$ cat config.mk
export PLATFORM = sky130hd
export DESIGN_NAME = wb_dma_copy
export DESIGN_NICKNAME = d
export VERILOG_FILES = /design/src/rtl/wb_dma_copy_pkg.sv /design/src/rtl/wb_dma_copy_timeout.sv /design/src/rtl/wb_dma_copy.sv
export SDC_FILE = /design/constraint.sdc
export NUM_CORES = 1
export LEC_CHECK = 0
export ABC_CLOCK_PERIOD_IN_PS = 5700
export CORE_UTILIZATION = 47
export CTS_CLUSTER_DIAMETER = 60
export DETAILED_ROUTE_END_ITERATION = 8
export PLACE_DENSITY = 0.77
export REMOVE_ABC_BUFFERS = 1
export SLEW_MARGIN = 20
export SYNTH_ARGS = -nofsm -noshare
export SYNTH_HDL_FRONTEND = slang
export SYNTH_SLANG_ARGS = --single-unit
$ cat constraint.sdc
create_clock -name sys_clk -period 5.7 [get_ports sys_clk]
set_input_delay 1.71 -clock sys_clk [delete_from_list [all_inputs] [get_ports sys_clk]]
set_output_delay 1.71 -clock sys_clk [all_outputs]
set_load 0.05 [all_outputs]
$ cat src/rtl/wb_dma_copy_pkg.sv
// Shared types and constants for the Wishbone block-copy master.
// Reused by the top FSM and its ack-timeout helper.
package wb_dma_copy_pkg;

   typedef enum logic [1:0] {
      ST_IDLE   = 2'd0,
      ST_READ   = 2'd1,
      ST_WRITE  = 2'd2,
      ST_FINISH = 2'd3
   } dma_state_e;

   localparam logic [3:0] WB_SEL_ALL = 4'hF;
   localparam logic [31:0] WORD_MASK = 32'hFFFF_FFFC;
   localparam logic [31:0] WORD_STEP = 32'd4;

endpackage

$ cat src/rtl/wb_dma_copy_timeout.sv
// Per-access ack watchdog; expired flags the cycle whose
// increment would reach the limit, so the abort lands on that edge.
module wb_ack_timeout #(
   parameter int timeout = 1023
) (
   input  logic clk,
   input  logic rst,
   input  logic clear,
   input  logic en,
   output logic expired
);

   logic [15:0] cnt_q;
   logic [15:0] cnt_d;

   always_comb begin
      cnt_d = cnt_q;
      if (clear) begin
         cnt_d = '0;
      end else if (en) begin
         cnt_d = cnt_q + 16'd1;
      end
   end

   assign expired = en && !clear && (cnt_q == 16'(timeout - 1));

   always_ff @(posedge clk or posedge rst) begin
      if (rst) begin
         cnt_q <= '0;
      end else begin
         cnt_q <= cnt_d;
      end
   end

endmodule

$ cat src/rtl/wb_dma_copy.sv
// Wishbone block-copy master: one single read then one single
// write per word, with a per-access ack timeout abort.
module wb_dma_copy
   import wb_dma_copy_pkg::*;
#(
   parameter int cnt_width = 16,
   parameter int timeout   = 1023
) (
   input  logic                 sys_clk,
   input  logic                 sys_rst,
   input  logic                 start,
   input  logic [31:0]          src_adr,
   input  logic [31:0]          dst_adr,
   input  logic [cnt_width-1:0] count,
   output logic                 busy,
   output logic                 done,
   output logic                 err,
   output logic                 wb_cyc_o,
   output logic                 wb_stb_o,
   output logic                 wb_we_o,
   output logic [31:0]          wb_adr_o,
   output logic [3:0]           wb_sel_o,
   output logic [31:0]          wb_dat_o,
   input  logic [31:0]          wb_dat_i,
   input  logic                 wb_ack_i
);

   dma_state_e state_q, state_d;
   logic [31:0] src_q, src_d;
   logic [31:0] dst_q, dst_d;
   logic [cnt_width-1:0] rem_q, rem_d;
   logic busy_q, busy_d;
   logic done_q, done_d;
   logic err_q, err_d;
   logic cyc_q, cyc_d;
   logic we_q, we_d;
   logic [31:0] adr_q, adr_d;
   logic [31:0] dat_q, dat_d;
   logic to_clear, to_en, to_expired;
   logic in_access;

   assign in_access = (state_q == ST_READ) || (state_q == ST_WRITE);
   assign to_en     = in_access && !wb_ack_i;

   wb_ack_timeout #(
      .timeout(timeout)
   ) u_timeout (
      .clk    (sys_clk),
      .rst    (sys_rst),
      .clear  (to_clear),
      .en     (to_en),
      .expired(to_expired)
   );

   always_comb begin
      state_d  = state_q;
      src_d    = src_q;
      dst_d    = dst_q;
      rem_d    = rem_q;
      busy_d   = busy_q;
      done_d   = 1'b0;
      err_d    = err_q;
      cyc_d    = cyc_q;
      we_d     = we_q;
      adr_d    = adr_q;
      dat_d    = dat_q;
      to_clear = 1'b0;
      unique case (state_q)
         ST_IDLE: begin
            if (start) begin
               src_d    = src_adr & WORD_MASK;
               dst_d    = dst_adr & WORD_MASK;
               rem_d    = count;
               err_d    = 1'b0;
               busy_d   = 1'b1;
               to_clear = 1'b1;
               if (count == '0) begin
                  state_d = ST_FINISH;
               end else begin
                  state_d = ST_READ;
                  cyc_d   = 1'b1;
                  we_d    = 1'b0;
                  adr_d   = src_adr & WORD_MASK;
               end
            end
         end
         ST_READ: begin
            if (wb_ack_i) begin
               dat_d    = wb_dat_i;
               src_d    = src_q + WORD_STEP;
               we_d     = 1'b1;
               adr_d    = dst_q;
               to_clear = 1'b1;
               state_d  = ST_WRITE;
            end else if (to_expired) begin
               cyc_d   = 1'b0;
               we_d    = 1'b0;
               err_d   = 1'b1;
               state_d = ST_FINISH;
            end
         end
         ST_WRITE: begin
            if (wb_ack_i) begin
               dst_d    = dst_q + WORD_STEP;
               rem_d    = rem_q - 1'b1;
               we_d     = 1'b0;
               to_clear = 1'b1;
               if (rem_q == cnt_width'(1)) begin
                  cyc_d   = 1'b0;
                  state_d = ST_FINISH;
               end else begin
                  adr_d   = src_q;
                  state_d = ST_READ;
               end
            end else if (to_expired) begin
               cyc_d   = 1'b0;
               we_d    = 1'b0;
               err_d   = 1'b1;
               state_d = ST_FINISH;
            end
         end
         ST_FINISH: begin
            done_d  = 1'b1;
            busy_d  = 1'b0;
            state_d = ST_IDLE;
         end
         default: state_d = ST_IDLE;
      endcase
   end

   always_ff @(posedge sys_clk or posedge sys_rst) begin
      if (sys_rst) begin
         state_q <= ST_IDLE;
         src_q   <= '0;
         dst_q   <= '0;
         rem_q   <= '0;
         busy_q  <= 1'b0;
         done_q  <= 1'b0;
         err_q   <= 1'b0;
         cyc_q   <= 1'b0;
         we_q    <= 1'b0;
         adr_q   <= '0;
         dat_q   <= '0;
      end else begin
         state_q <= state_d;
         src_q   <= src_d;
         dst_q   <= dst_d;
         rem_q   <= rem_d;
         busy_q  <= busy_d;
         done_q  <= done_d;
         err_q   <= err_d;
         cyc_q   <= cyc_d;
         we_q    <= we_d;
         adr_q   <= adr_d;
         dat_q   <= dat_d;
      end
   end

   assign busy     = busy_q;
   assign done     = done_q;
   assign err      = err_q;
   assign wb_cyc_o = cyc_q;
   assign wb_stb_o = cyc_q;
   assign wb_we_o  = we_q;
   assign wb_adr_o = adr_q;
   assign wb_sel_o = WB_SEL_ALL;
   assign wb_dat_o = dat_q;

endmodule

==> results.yml, run 1 <==
status:
  outcome: "completed"
yosys:
  async_flop_share: 1.00
  synthFlopType: "dfrtp_1"
  ys_ff_latch: 162
  syn_inst: 987
  yosysSeqAreaShare: 0.447
  ys_warn_count: 0
  ys_types: 64
  synth_area_per_cell_um2: 9.18
  synth_edf_count: 0
  netlist_area_mm2: 0.00906
min_path:
  hold_path_depth: 1
  min-delay-start: "wb_adr_o[12]$_DFFE_PP0P_"
  min_path_type: "reg -> reg"
  hold_path_end: "wb_adr_o[12]$_DFFE_PP0P_"
floorplan:
  num_rows: 50
  dieWidth_um: 141
  die_h_um: 141
  die-area_mm2: 0.0198
  top_level_ports: 190
  core-area_mm2: 0.0188
  start_util: 0.481
placement:
  portBuffers: 181
  post_dp_cell_area_mm2: 0.0110
  dpl.cell_count: 1364
  hpwl_um: 16400
  gp_congestion: 0.826
final_layout:
  fin_cells: 1397
  final_nets: 1250
  most-common-layout-cells: "clkdlybuf4s50_1, dfrtp_1, a21oi_1"
  area_growth_pct: 28.1
  drive_gt1_frac: 0.106
  layout_commonest_cell: "clkdlybuf4s50_1"
  finish.instance_area_mm2: 0.0116
setup_path:
  max_stage_delay_ns: 0.83
  timing.critical_path.buf_inv: 2
  r2r-start: "state_q[0]$_DFFE_PP0N_"
  cp-startpoint: "start"
  worstPathMaxFanout: 27
  worstPathArrival_ns: 4.23
  reg2reg_slack_ns: 2.44
  endpoint_kind: "flip-flop"
  path_delay_family: "simple AND/OR/NAND/NOR gates"
  cpMaxStageDelayCell: "or3_1"
  cpMostUsedCell: "nor2_1"
  critical_path_required_ns: 5.99
  cp-start-kind: "primary input"
  crit_chain: "clkdlybuf4s50_1 -> nor2b_1 -> or3_1 -> buf_4 -> nor2_1 -> nor2_1 -> a22oi_1"
  r2r_end: "wb_adr_o[6]$_DFFE_PP0P_"
  r2r_cells: 8
  critPathKind: "in -> reg"
detailed_routing:
  dr.pass1.iters: 5
  finalWirelength_um: 24500
  avgViaCountPerCell: 5.91
  drc: 0
  wl_per_cell_um: 17.6
  postRouteAntennaNets: 0
  drtIter0Drc: 672
  via_count: 8257
pwr:
  power.density_mw_per_mm2: 677
  vdd_drop_max_v: 0.000404
  leakage_uw: 0.00454
clock_network:
  cts.sinks: 162
  insertion_delay_ns: 0.44
  cts_tree: "built"
  post_cts_buffers: 0
  htree_levels: 4
  cts_buffer_depth: 2
  cts_resized: 0
  postCtsHoldBufs: 0
  cts_buffers: 17
  clkSlewWorstSetupHoldPaths_ns: 0.07
  root_buffer: "clkbuf_16"
timing:
  finalHoldViolCount: 0
  fin_worst_skew_ns: 0.0105
  fmax_mhz: 254
  rsz0062_at_grt: "false"
  worst_slew_pin_slew_ns: 1.11
  slew_headroom: 0.253
  final.period_utilization: 0.691
  hold_ws_ns: 0.505
  fin_crit_ns: 3.94
  slew_violations: 0
  setup_violations: 0
global_route:
  grt_pass1_vias: 7880
  grt_remaining_overflow: 0
  track_usage: 0.253
  grt_max_degree: 109
  antenna_found_initial: 1
  grt_first_pass_wirelength_um: 39900
job:
  drv_cap: 0
power by group:
part,switching [uW],internal [uW]
Combinational,2700,1750
Clock,524,659
Sequential,523,1710
Total,3750,4120
how the worst max path moves through the flow:
stage | end | slack, ns | depth (start not counted)
2_1_floorplan | busy$_DFFE_PP0P_ | -0.39 | 1
3_3_place_gp | dst_q[29]$_DFFE_PP0P_ | 1.42 | 7
3_5_place_dp | dst_q[29]$_DFFE_PP0P_ | 1.37 | 7
4_1_cts | dst_q[29]$_DFFE_PP0P_ | 1.82 | 7
5_1_grt | dst_q[29]$_DFFE_PP0P_ | 1.59 | 7
6_report | dst_q[29]$_DFFE_PP0P_ | 1.76 | 7
through the flow:
| stage | worst slack, ns | TNS, ns | total power (uW) | util |
|---|---|---|---|---|
| finish | 1.76 | 0 | 7870 | 0.617 |
| floorplan | -0.387 | -62.63 | 5300 | - |
| global placement | 1.42 | 0 | 6520 | 0.584 |
| detailed placement | 1.37 | 0 | 6640 | 0.584 |
| CTS | 1.82 | 0 | 7850 | 0.616 |
| global route | 1.59 | 0 | 8390 | 0.617 |
registers in the layout (all words and copies together) (netlist names):
signal	cells
busy	1
done	1
dst_q	30
err	1
rem_q	16
src_q	30
state_q	2
u_timeout.cnt_q	16
wb_adr_o	31
wb_cyc_o	1
wb_dat_o	32
wb_we_o	1
area by class of cell:
| class | instances | area, um2 |
|---|---|---|
| clock inverters | 15 | 171 |
| flip-flops and latches | 162 | 4050 |
| diodes | 1 | 2.50 |
| repair buffers | 191 | 1900 |
| clock buffers | 17 | 425 |
| inverters | 19 | 76.3 |
| well taps | 260 | 325 |
| fillers | 1569 | 7220 |
| multi-input cells | 732 | 4660 |
cell usage after synthesis, drive strengths merged (4+ instances only):
library cell,number,area share
and4,10,0.0097
o22ai,24,0.017
xnor2,4,0.0039
clkbuf,46,0.019
mux2,62,0.077
nand2,73,0.030
or3,12,0.0083
o21ai,40,0.022
nand4,22,0.015
a211oi,4,0.0033
o32ai,6,0.0058
ha,11,0.015
nor2b,4,0.0030
nor2,99,0.041
o21a,7,0.0058
o41ai,7,0.0068
a22oi,33,0.027
inv,19,0.0079
nor3,16,0.0094
buf,31,0.018
nor4,7,0.0048
a31oi,13,0.0090
xor2,8,0.0077
dfrtp,162,0.45
a21oi,120,0.066
mux2i,8,0.0088
o22a,9,0.0088
and3,21,0.014
a31o,4,0.0039
o31ai,4,0.0033
nand3,37,0.020
a2bb2oi,19,0.018
layer usage:
metal / vias up / wire (um) / track usage / part of all wire
met5: - / 0 / 0 / 0
met4: 0 / 396 / 0.0910 / 0.016
met3: 28 / 1470 / 0.0435 / 0.060
met2: 291 / 11400 / 0.400 / 0.46
met1: 4001 / 11300 / 0.349 / 0.46
li1: 3937 / - / - / -
kinds of logic after synthesis:
kind of cell | after synthesis | synth area share
adders and majority gates | 11 | 0.0152
other | 1 | 0.000414
muxes | 70 | 0.0859
DFF | 162 | 0.447
buffers and inverters | 96 | 0.0450
xor gates and xnor gates | 12 | 0.0116
and+or+nand+nor | 319 | 0.173
AOI/OAI and AO/OA | 316 | 0.222
No activity file was read; power rests on OpenSTA's default activity.
==> run 2, diff against run 1 <==
--- a/config.mk
+++ b/config.mk
@@ -5,7 +5,7 @@
 export SDC_FILE = /design/constraint.sdc
 export NUM_CORES = 1
 export LEC_CHECK = 0
-export ABC_CLOCK_PERIOD_IN_PS = 5700
+export ABC_CLOCK_PERIOD_IN_PS = 3450
 export CORE_UTILIZATION = 47
 export CTS_CLUSTER_DIAMETER = 60
 export DETAILED_ROUTE_END_ITERATION = 8
==> constraint.sdc (replaced) <==
create_clock -name sys_clk -period 3.45 [get_ports sys_clk]
set_input_delay 1.035 -clock sys_clk [delete_from_list [all_inputs] [get_ports sys_clk]]
set_output_delay 1.035 -clock sys_clk [all_outputs]
set_load 0.05 [all_outputs]
==> run 2 against run 1 <==
- sequential share of layout area fell by 0.37 points
- global-route usage shrank 0.15 points
- non-clock buffer count grew 16
- clock power rose by 56%
- core utilization rose by 0.66 points
- hold slack worse by 0.00051 ns
- critical path depth is 1 higher
- first-iteration DRC count is 16% lower
- clock skew rose by 0.0016 ns
==> results.yml, run 2 (synthesis results as in run 1) <==
status:
  outcome: "completed"
detailed_routing:
  drtIter0Drc: 567
  wl_per_cell_um: 17.3
  via_count: 8322
  postRouteAntennaNets: 0
  dr.pass1.iters: 5
  finalWirelength_um: 24400
  drc: 0
  avgViaCountPerCell: 5.89
setup_path:
  cp-start-kind: "primary input"
  critPathKind: "in -> reg"
  worstPathArrival_ns: 3.25
  endpoint_kind: "flip-flop"
  cp-startpoint: "count[2]"
  critical_path_required_ns: 3.77
  worstPathMaxFanout: 31
  r2r-start: "state_q[0]$_DFFE_PP0N_"
final_layout:
  finish.instance_area_mm2: 0.0117
  area_growth_pct: 29.5
  most-common-layout-cells: "clkdlybuf4s50_1, dfrtp_1, a21oi_1"
  final_nets: 1266
  final_util: 0.623
  register_area_mm2: 0.00405
  layout_commonest_cell: "clkdlybuf4s50_1"
  multi_input_area_mm2: 0.00465
  largest_register_ffs: 32
  drive_gt1_frac: 0.118
  n_fill_cell: 1569
global_route:
  antenna_found_initial: 1
  grt_pass1_vias: 7801
  track_usage: 0.251
  grt_remaining_overflow: 0
  grt_first_pass_wirelength_um: 39600
  grt_max_degree: 65
timing:
  fin_worst_skew_ns: 0.0120
  final.period_utilization: 0.852
  setup_violations: 0
  slew_headroom: 0.447
  fin_crit_ns: 2.94
  finalHoldViolCount: 0
  slew_violations: 0
  worst_slew_pin_slew_ns: 0.826
  setup_slack_ns: 0.511
  rsz0062_at_grt: "false"
  setup_tns_ns: 0
  fmax_mhz: 340
pwr:
  power.density_mw_per_mm2: 1110
  leakage_uw: 0.00462
  vdd_drop_max_v: 0.000717
clock_network:
  postCtsHoldBufs: 0
  cts_tree: "built"
  post_cts_buffers: 0
  cts.sinks: 162
  cts_resized: 0
  cts_buffers: 17
  htree_levels: 4
  cts_buffer_depth: 2
  insertion_delay_ns: 0.43
  root_buffer: "clkbuf_16"
  clkSlewWorstSetupHoldPaths_ns: 0.06
floorplan:
  start_util: 0.481
  num_rows: 50
  die_h_um: 141
  core-area_mm2: 0.0188
  die-area_mm2: 0.0198
  dieWidth_um: 141
  top_level_ports: 190
job:
  drv_cap: 0
placement:
  gp_congestion: 0.871
  post_dp_cell_area_mm2: 0.0112
  hpwl_um: 17000
  pre_cts_slack_ns: 0.0806
  portBuffers: 181
min_path:
  min_path_type: "reg -> reg"
  min-delay-start: "wb_adr_o[20]$_DFFE_PP0P_"
run 2: per-stage QoR:
| step | hold WS [ns] | power (uW) | cells |
|---|---|---|---|
| 2_1_floorplan | 0.473 | 8760 | 913 |
| 3_3_place_gp | 0.486 | 10900 | 1380 |
| 3_5_place_dp | 0.492 | 11100 | 1380 |
| 4_1_cts | 0.508 | 13000 | 1412 |
| 5_1_grt | 0.520 | 13800 | 1413 |
| 6_report | 0.504 | 13000 | 1413 |
run 2: metal layers:
metal  global-route usage  share of wire
met5                    0              0
met4               0.0898          0.021
met3               0.0594          0.064
met2                0.383           0.46
met1                0.350           0.45
run 2: report_power, final:
part	switching [uW]	internal, uW
clock	837	999
sequential	859	2820
combinational	4470	3000
run 2: final cells by class:
| cell class | count | share of cell area |
|---|---|---|
| Tap cell | 260 | 0.0277 |
| Timing Repair Buffer | 207 | 0.176 |
| Clock inverter | 15 | 0.0115 |
| Antenna cell | 1 | 0.000213 |
| Sequential cell | 162 | 0.345 |
| Inverter | 19 | 0.00650 |
| Multi-Input combinational cell | 732 | 0.396 |
| Clock buffer | 17 | 0.0362 |
run 2: critical path: stages:
cell             delay, ns
clkdlybuf4s50_1       0.52
nor4_1                0.08
buf_4                 0.14
a41oi_1               0.44
nor2_1                0.11
or3_1                 0.43
buf_12                0.20
mux2_2                0.29
run 2: path summary, 6_finish.rpt:
path                                                   endpoint  slack, ns  cells after the start
min in group asynchronous       u_timeout.cnt_q[14]$_DFFE_PP0P_       1.04                      2
worst min-delay path                   wb_adr_o[20]$_DFFE_PP0P_       0.50                      1
worst min register to register         wb_adr_o[20]$_DFFE_PP0P_       0.50                      1
worst max register to register            dst_q[22]$_DFFE_PP0P_       0.94                      8
max in group asynchronous                 src_q[29]$_DFFE_PP0P_       1.73                      3
worst max-delay path                    wb_adr_o[9]$_DFFE_PP0P_       0.51                      8
==> run 3, diff against run 2 <==
--- a/config.mk
+++ b/config.mk
@@ -11,6 +11,7 @@
 export DETAILED_ROUTE_END_ITERATION = 8
 export PLACE_DENSITY = 0.77
 export REMOVE_ABC_BUFFERS = 1
+export SKIP_LAST_GASP = 1
 export SLEW_MARGIN = 20
 export SYNTH_ARGS = -nofsm -noshare
 export SYNTH_HDL_FRONTEND = slang
==> results of run 3 <==
The final DEF is identical to that of run 2; final timing and power are the same.
==> patch 1: new RTL, settings of run 3 <==
`cnt_width`: 16 -> 12.
--- a/src/rtl/wb_dma_copy.sv
+++ b/src/rtl/wb_dma_copy.sv
@@ -5,3 +5,3 @@
 #(
-   parameter int cnt_width = 16,
+   parameter int cnt_width = 12,
    parameter int timeout   = 1023
Interface: changed (resized count); port bits go from 190 to 186. No check against the original RTL was run, so the function may have changed too.
==> patch 1 against run 3 <==
Core utilization rose by 0.60 points. Wire length fell by 0.29%. Global-route usage rose by 0.60 points. Combinational power fell by 5.2%. Hold slack got worse by 0.018 ns. Synthesized cell count fell by 3.4%. Setup slack improved by 0.19 ns. Cell area fell by 2.4%. Area after synthesis fell by 2.2%. Non-clock buffer count fell by 5. Sequential power fell by 3%. Sequential cell count fell by 4. Power fell by 3.7%. Critical endpoint is now wb_cyc_o.
==> patch 1: results (changes against run 3) <==
<table>
<tr><th>Metric</th><th>Value</th></tr>
<tr><th colspan="2">STA</th></tr>
<tr><td>Slew Limit Headroom</td><td>56.8% (+12 points)</td></tr>
<tr><td>Final worst clock skew</td><td>0.0103 ns (-0.00173 ns)</td></tr>
<tr><th colspan="2">Worst setup path</th></tr>
<tr><td>Max Fanout on Critical Path</td><td>5 (-84%)</td></tr>
<tr><td>Worst stage delay on the critical path</td><td>0.84 ns (+0.32 ns)</td></tr>
<tr><td>CP arrival</td><td>1.71 ns (-1.54 ns)</td></tr>
<tr><th colspan="2">Routing</th></tr>
<tr><td>Detailed router's first-iteration violation count</td><td>461 (-19%)</td></tr>
<tr><td>Final routed wirelength across all metal layers</td><td>24300 um (-0.29%)</td></tr>
<tr><td>Total vias in the final route</td><td>8111 (-2.5%)</td></tr>
<tr><th colspan="2">GRT</th></tr>
<tr><td>Number of antenna violations at the first check in global routing</td><td>0 (-1)</td></tr>
<tr><td>Largest net degree at the start of global routing</td><td>91 (+40%)</td></tr>
<tr><td>Wire length of the first global-routing pass</td><td>39600 um (+0.10%)</td></tr>
<tr><td>Global routing usage summed across all routing layers</td><td>25.7% (+0.60 points)</td></tr>
<tr><td>Number of global-route vias before repair</td><td>7853 (+0.67%)</td></tr>
<tr><th colspan="2">Power and ir drop</th></tr>
<tr><td>Switching power summed over all nets</td><td>5.97 mW (-3.2%)</td></tr>
<tr><td>VDD IR max</td><td>0.000683 V (-4.8%)</td></tr>
<tr><td>Leak Pwr</td><td>4.53 nW (-1.8%)</td></tr>
<tr><th colspan="2">Synth</th></tr>
<tr><td>Part of the Yosys area used for sequential elements</td><td>44.6% (-0.13 points)</td></tr>
<tr><td>Number of different library cells in the post-synthesis netlist</td><td>67 (+4.7%)</td></tr>
<tr><td>List of most frequent post-synthesis cells</td><td>158 x dfrtp_1, 108 x a21oi_1, 92 x nor2_1, 68 x nand2_1, 50 x nand3_1</td></tr>
<tr><td>Cells after synthesis</td><td>953 (-3.4%)</td></tr>
<tr><td>Main area contributors after synthesis</td><td>dfrtp_1 45%, a21oi_1 6.1%, mux2_2 4.3%, nor2_1 3.9%, mux2_1 3.7%</td></tr>
<tr><th colspan="2">Status</th></tr>
<tr><td>Status</td><td>finished clean</td></tr>
<tr><th colspan="2">Placement</th></tr>
<tr><td>DPL Wire Length</td><td>17100 um (+0.87%)</td></tr>
<tr><td>Placement-stage cell area</td><td>10900 sq um (-2.6%)</td></tr>
<tr><td>Input/output buffers</td><td>177 (-2.2%)</td></tr>
<tr><td>Final weighted congestion of routability-driven global placement</td><td>0.883 (+1.4%)</td></tr>
<tr><th colspan="2">Finish</th></tr>
<tr><td>Net total in the final layout</td><td>1223 (-3.4%)</td></tr>
<tr><td>Fraction of final layout cells sized beyond drive strength 1</td><td>9.88% (-1.9 points)</td></tr>
</table>
## patch 1: cell types whose count changed after synthesis, moves of 7 or more
cell	delta
mux2_1	+29
mux2_2	-28
nor3_1	+7
nor2_1	-7
o22ai_1	-9
a31oi_1	-7
a21oi_1	-12
nand3_1	+13
## patch 1: power groups by stage
stage	clock network (mW)	registers, mW	logic, mW
after floorplan	0	4.76	3.57
after global placement	0	3.53	6.93
after detailed placement	0	3.58	7.06
after CTS	1.86	3.56	7.10
after global routing	1.93	3.71	7.68
final	1.84	3.58	7.09
## patch 1: final cells by class
class,count,area [sq um]
fill,1519,6750
multi-input combinational,707,4570
sequential,158,3950
timing repair buffer,202,2020
clock buffer,20,457
tap,229,287
clock inverter,12,114
inverter,14,57.6
antenna,1,2.50
## patch 1: metal layers
metal	vias up	share of wire (%)	wire (um)	track usage, %
li1	3836	-	-	-
met1	3869	43	10400	33.3
met2	365	48	11600	42.1
met3	41	7.6	1860	5.92
met4	0	2.1	522	9.65
met5	-	0	0	0
## patch 1: cell families after synthesis
logic type / count (synthesis) / share of synthesized area (%)
compound gates: 272 / 19.7
xor+xnor: 13 / 1.28
fa+ha+maj: 11 / 1.55
buf+inv: 91 / 4.43
flops: 158 / 44.6
mux: 69 / 8.68
other cells: 1 / 0.0423
simple gates: 338 / 19.8
## patch 1: path summary, 6_finish.rpt
check,slack [ns],cells past startpoint,end,start
min in group asynchronous,0.97,2,wb_dat_o[30]$_DFFE_PP0P_,sys_rst
max in group asynchronous,1.82,3,u_timeout.cnt_q[12]$_DFFE_PP0P_,sys_rst
min,0.49,1,wb_adr_o[13]$_DFFE_PP0P_,wb_adr_o[13]$_DFFE_PP0P_
min reg2reg,0.49,1,wb_adr_o[13]$_DFFE_PP0P_,wb_adr_o[13]$_DFFE_PP0P_
max,0.70,1,wb_cyc_o,wb_cyc_o$_DFFE_PP0P_
max reg2reg,0.86,7,state_q[1]$_DFFE_PP0N_,state_q[0]$_DFFE_PP0N_
## patch 1: per-stage QoR
stage | setup WS, ns | TNS [ns] | std cells | utilization (%)
2_1_floorplan | -1.85 | -404.90 | 879 | -
3_3_place_gp | 0.262 | 0 | 1310 | 59.8
3_5_place_dp | 0.223 | 0 | 1310 | 59.8
4_1_cts | 0.677 | 0 | 1342 | 62.9
5_1_grt | 0.582 | 0 | 1342 | 62.9
6_report | 0.705 | 0 | 1343 | 62.9
==> patch 2: new RTL, config.mk and constraints of run 3 <==
Made on the original files. Re-encode `dma_state_e` (4 states) as Gray code, 2 bits wide.
--- a/src/rtl/wb_dma_copy_pkg.sv
+++ b/src/rtl/wb_dma_copy_pkg.sv
@@ -5,6 +5,6 @@
    typedef enum logic [1:0] {
-      ST_IDLE   = 2'd0,
-      ST_READ   = 2'd1,
-      ST_WRITE  = 2'd2,
-      ST_FINISH = 2'd3
+      ST_IDLE   = 2'b00,
+      ST_READ   = 2'b01,
+      ST_WRITE  = 2'b11,
+      ST_FINISH = 2'b10
    } dma_state_e;
Formal check against the unedited RTL: no difference found for any inputs over 4 cycles, from zero or initial values and one cycle with sys_rst high; so few cycles prove little.
==> patch 2 against run 3 <==
Wire length increased by 3.5%. Clock power increased by 7%. Cell area decreased by 0.16%. Power decreased by 16%. Setup slack got worse by 0.023 ns. Cell count increased by 2.1%. Sequential cell count unchanged. Area after synthesis decreased by 1.3%. Global-route usage increased by 1.2 points. Largest cell class unchanged.
==> patch 2: results (changes against run 3) <==
<table>
<tr><th>Metric</th><th>Value</th></tr>
<tr><th colspan="2">Status</th></tr>
<tr><td>Status</td><td>finished clean</td></tr>
<tr><th colspan="2">GRT</th></tr>
<tr><td>Wire length of the first global-routing pass</td><td>41100 um (+3.7%)</td></tr>
<tr><td>Number of antenna violations at the first check in global routing</td><td>0 (-1)</td></tr>
<tr><th colspan="2">Worst setup path</th></tr>
<tr><td>Critical register-to-register path endpoint</td><td>rem_q[14]$_DFFE_PP0P_</td></tr>
<tr><td>Worst stage delay on the critical path</td><td>0.43 ns (-0.09 ns)</td></tr>
<tr><td>Internal reg-to-reg setup slack</td><td>0.64 ns (-0.30 ns)</td></tr>
<tr><td>Max Fanout on Critical Path</td><td>21 (-32%)</td></tr>
<tr><th colspan="2">Synth</th></tr>
<tr><td>Cells after synthesis</td><td>1036 (+5.0%)</td></tr>
<tr><td>List of most frequent post-synthesis cells</td><td>162 x dfrtp_1, 160 x nand2_1, 113 x a21oi_1, 99 x nor2_1, 63 x clkbuf_1</td></tr>
<tr><td>Main area contributors after synthesis</td><td>dfrtp_1 45%, nand2_1 6.7%, a21oi_1 6.3%, nor2_1 4.2%, mux2_2 3.8%</td></tr>
<tr><td>Number of different library cells in the post-synthesis netlist</td><td>62 (-3.1%)</td></tr>
<tr><td>Part of the Yosys area used for sequential elements</td><td>45.3% (+0.61 points)</td></tr>
<tr><th colspan="2">STA</th></tr>
<tr><td>Final worst clock skew</td><td>0.00848 ns (-0.00356 ns)</td></tr>
<tr><td>Post-route worst hold slack</td><td>0.472 ns (-0.0324 ns)</td></tr>
<tr><th colspan="2">Placement</th></tr>
<tr><td>Final weighted congestion of routability-driven global placement</td><td>0.843 (-3.2%)</td></tr>
<tr><td>DPL Wire Length</td><td>17500 um (+3.1%)</td></tr>
<tr><td>Placement-stage cell area</td><td>11100 sq um (-0.82%)</td></tr>
<tr><td>Pre-CTS worst setup slack</td><td>-0.0280 ns (-0.109 ns)</td></tr>
<tr><th colspan="2">Worst hold path</th></tr>
<tr><td>Cell depth of the worst hold path</td><td>2 (+1)</td></tr>
<tr><th colspan="2">Routing</th></tr>
<tr><td>Total vias in the final route</td><td>8513 (+2.3%)</td></tr>
<tr><td>Detail-routed net length per standard cell</td><td>17.5 um (+1.4%)</td></tr>
<tr><th colspan="2">Finish</th></tr>
<tr><td>Filler cells</td><td>1559 (-0.64%)</td></tr>
<tr><td>Fraction of final layout cells sized beyond drive strength 1</td><td>9.77% (-2.0 points)</td></tr>
<tr><td>Net total in the final layout</td><td>1317 (+4.0%)</td></tr>
<tr><th colspan="2">Power and ir drop</th></tr>
<tr><td>VDD IR max</td><td>0.000498 V (-31%)</td></tr>
</table>
patch 2: kinds of logic (layout without fill, tap and decap cells):
| group | count (synthesis) | count (layout) | synth area share [%] |
|---|---|---|---|
| AOI/OAI and AO/OA | 259 | 259 | 17.3 |
| xor gates and xnor gates | 10 | 10 | 0.979 |
| adders and majority gates | 6 | 6 | 0.839 |
| buffers and inverters | 89 | 258 | 4.08 |
| DFF | 162 | 162 | 45.3 |
| muxes | 62 | 62 | 7.36 |
| other | 1 | 4 | 0.0419 |
| and+or+nand+nor | 447 | 447 | 24.0 |
patch 2: worst max-delay path: cells and delay by family:
kind	cells	cell delay [ns]
AO/OA/AOI/OAI	2	0.63
buffers and inverters	2	0.67
multiplexers	1	0.29
AND/OR/NAND/NOR	2	0.64
patch 2: metal layers:
metal | vias to the layer above | part of all wire (%) | global-route usage (%)
met5 | - | 0 | 0
met1 | 4069 | 44 | 34.9
met4 | 0 | 2.8 | 10.5
li1 | 4057 | - | -
met3 | 57 | 6.2 | 4.62
met2 | 330 | 47 | 42.8
patch 2: area by class of cell:
type	instances	area share (%)
clock buffers	17	3.63
repair buffers	214	18.3
well taps	234	2.50
inverters	12	0.427
flip-flops and latches	162	34.6
multi-input cells	788	39.0
clock inverters	15	1.56
patch 2: power by group:
group	switching (mW)	total (mW)	internal (mW)	leakage [nW]
Combinational	3.24	5.29	2.05	2.59
Clock	0.818	1.96	1.14	0.286
Sequential	0.902	3.63	2.73	1.91
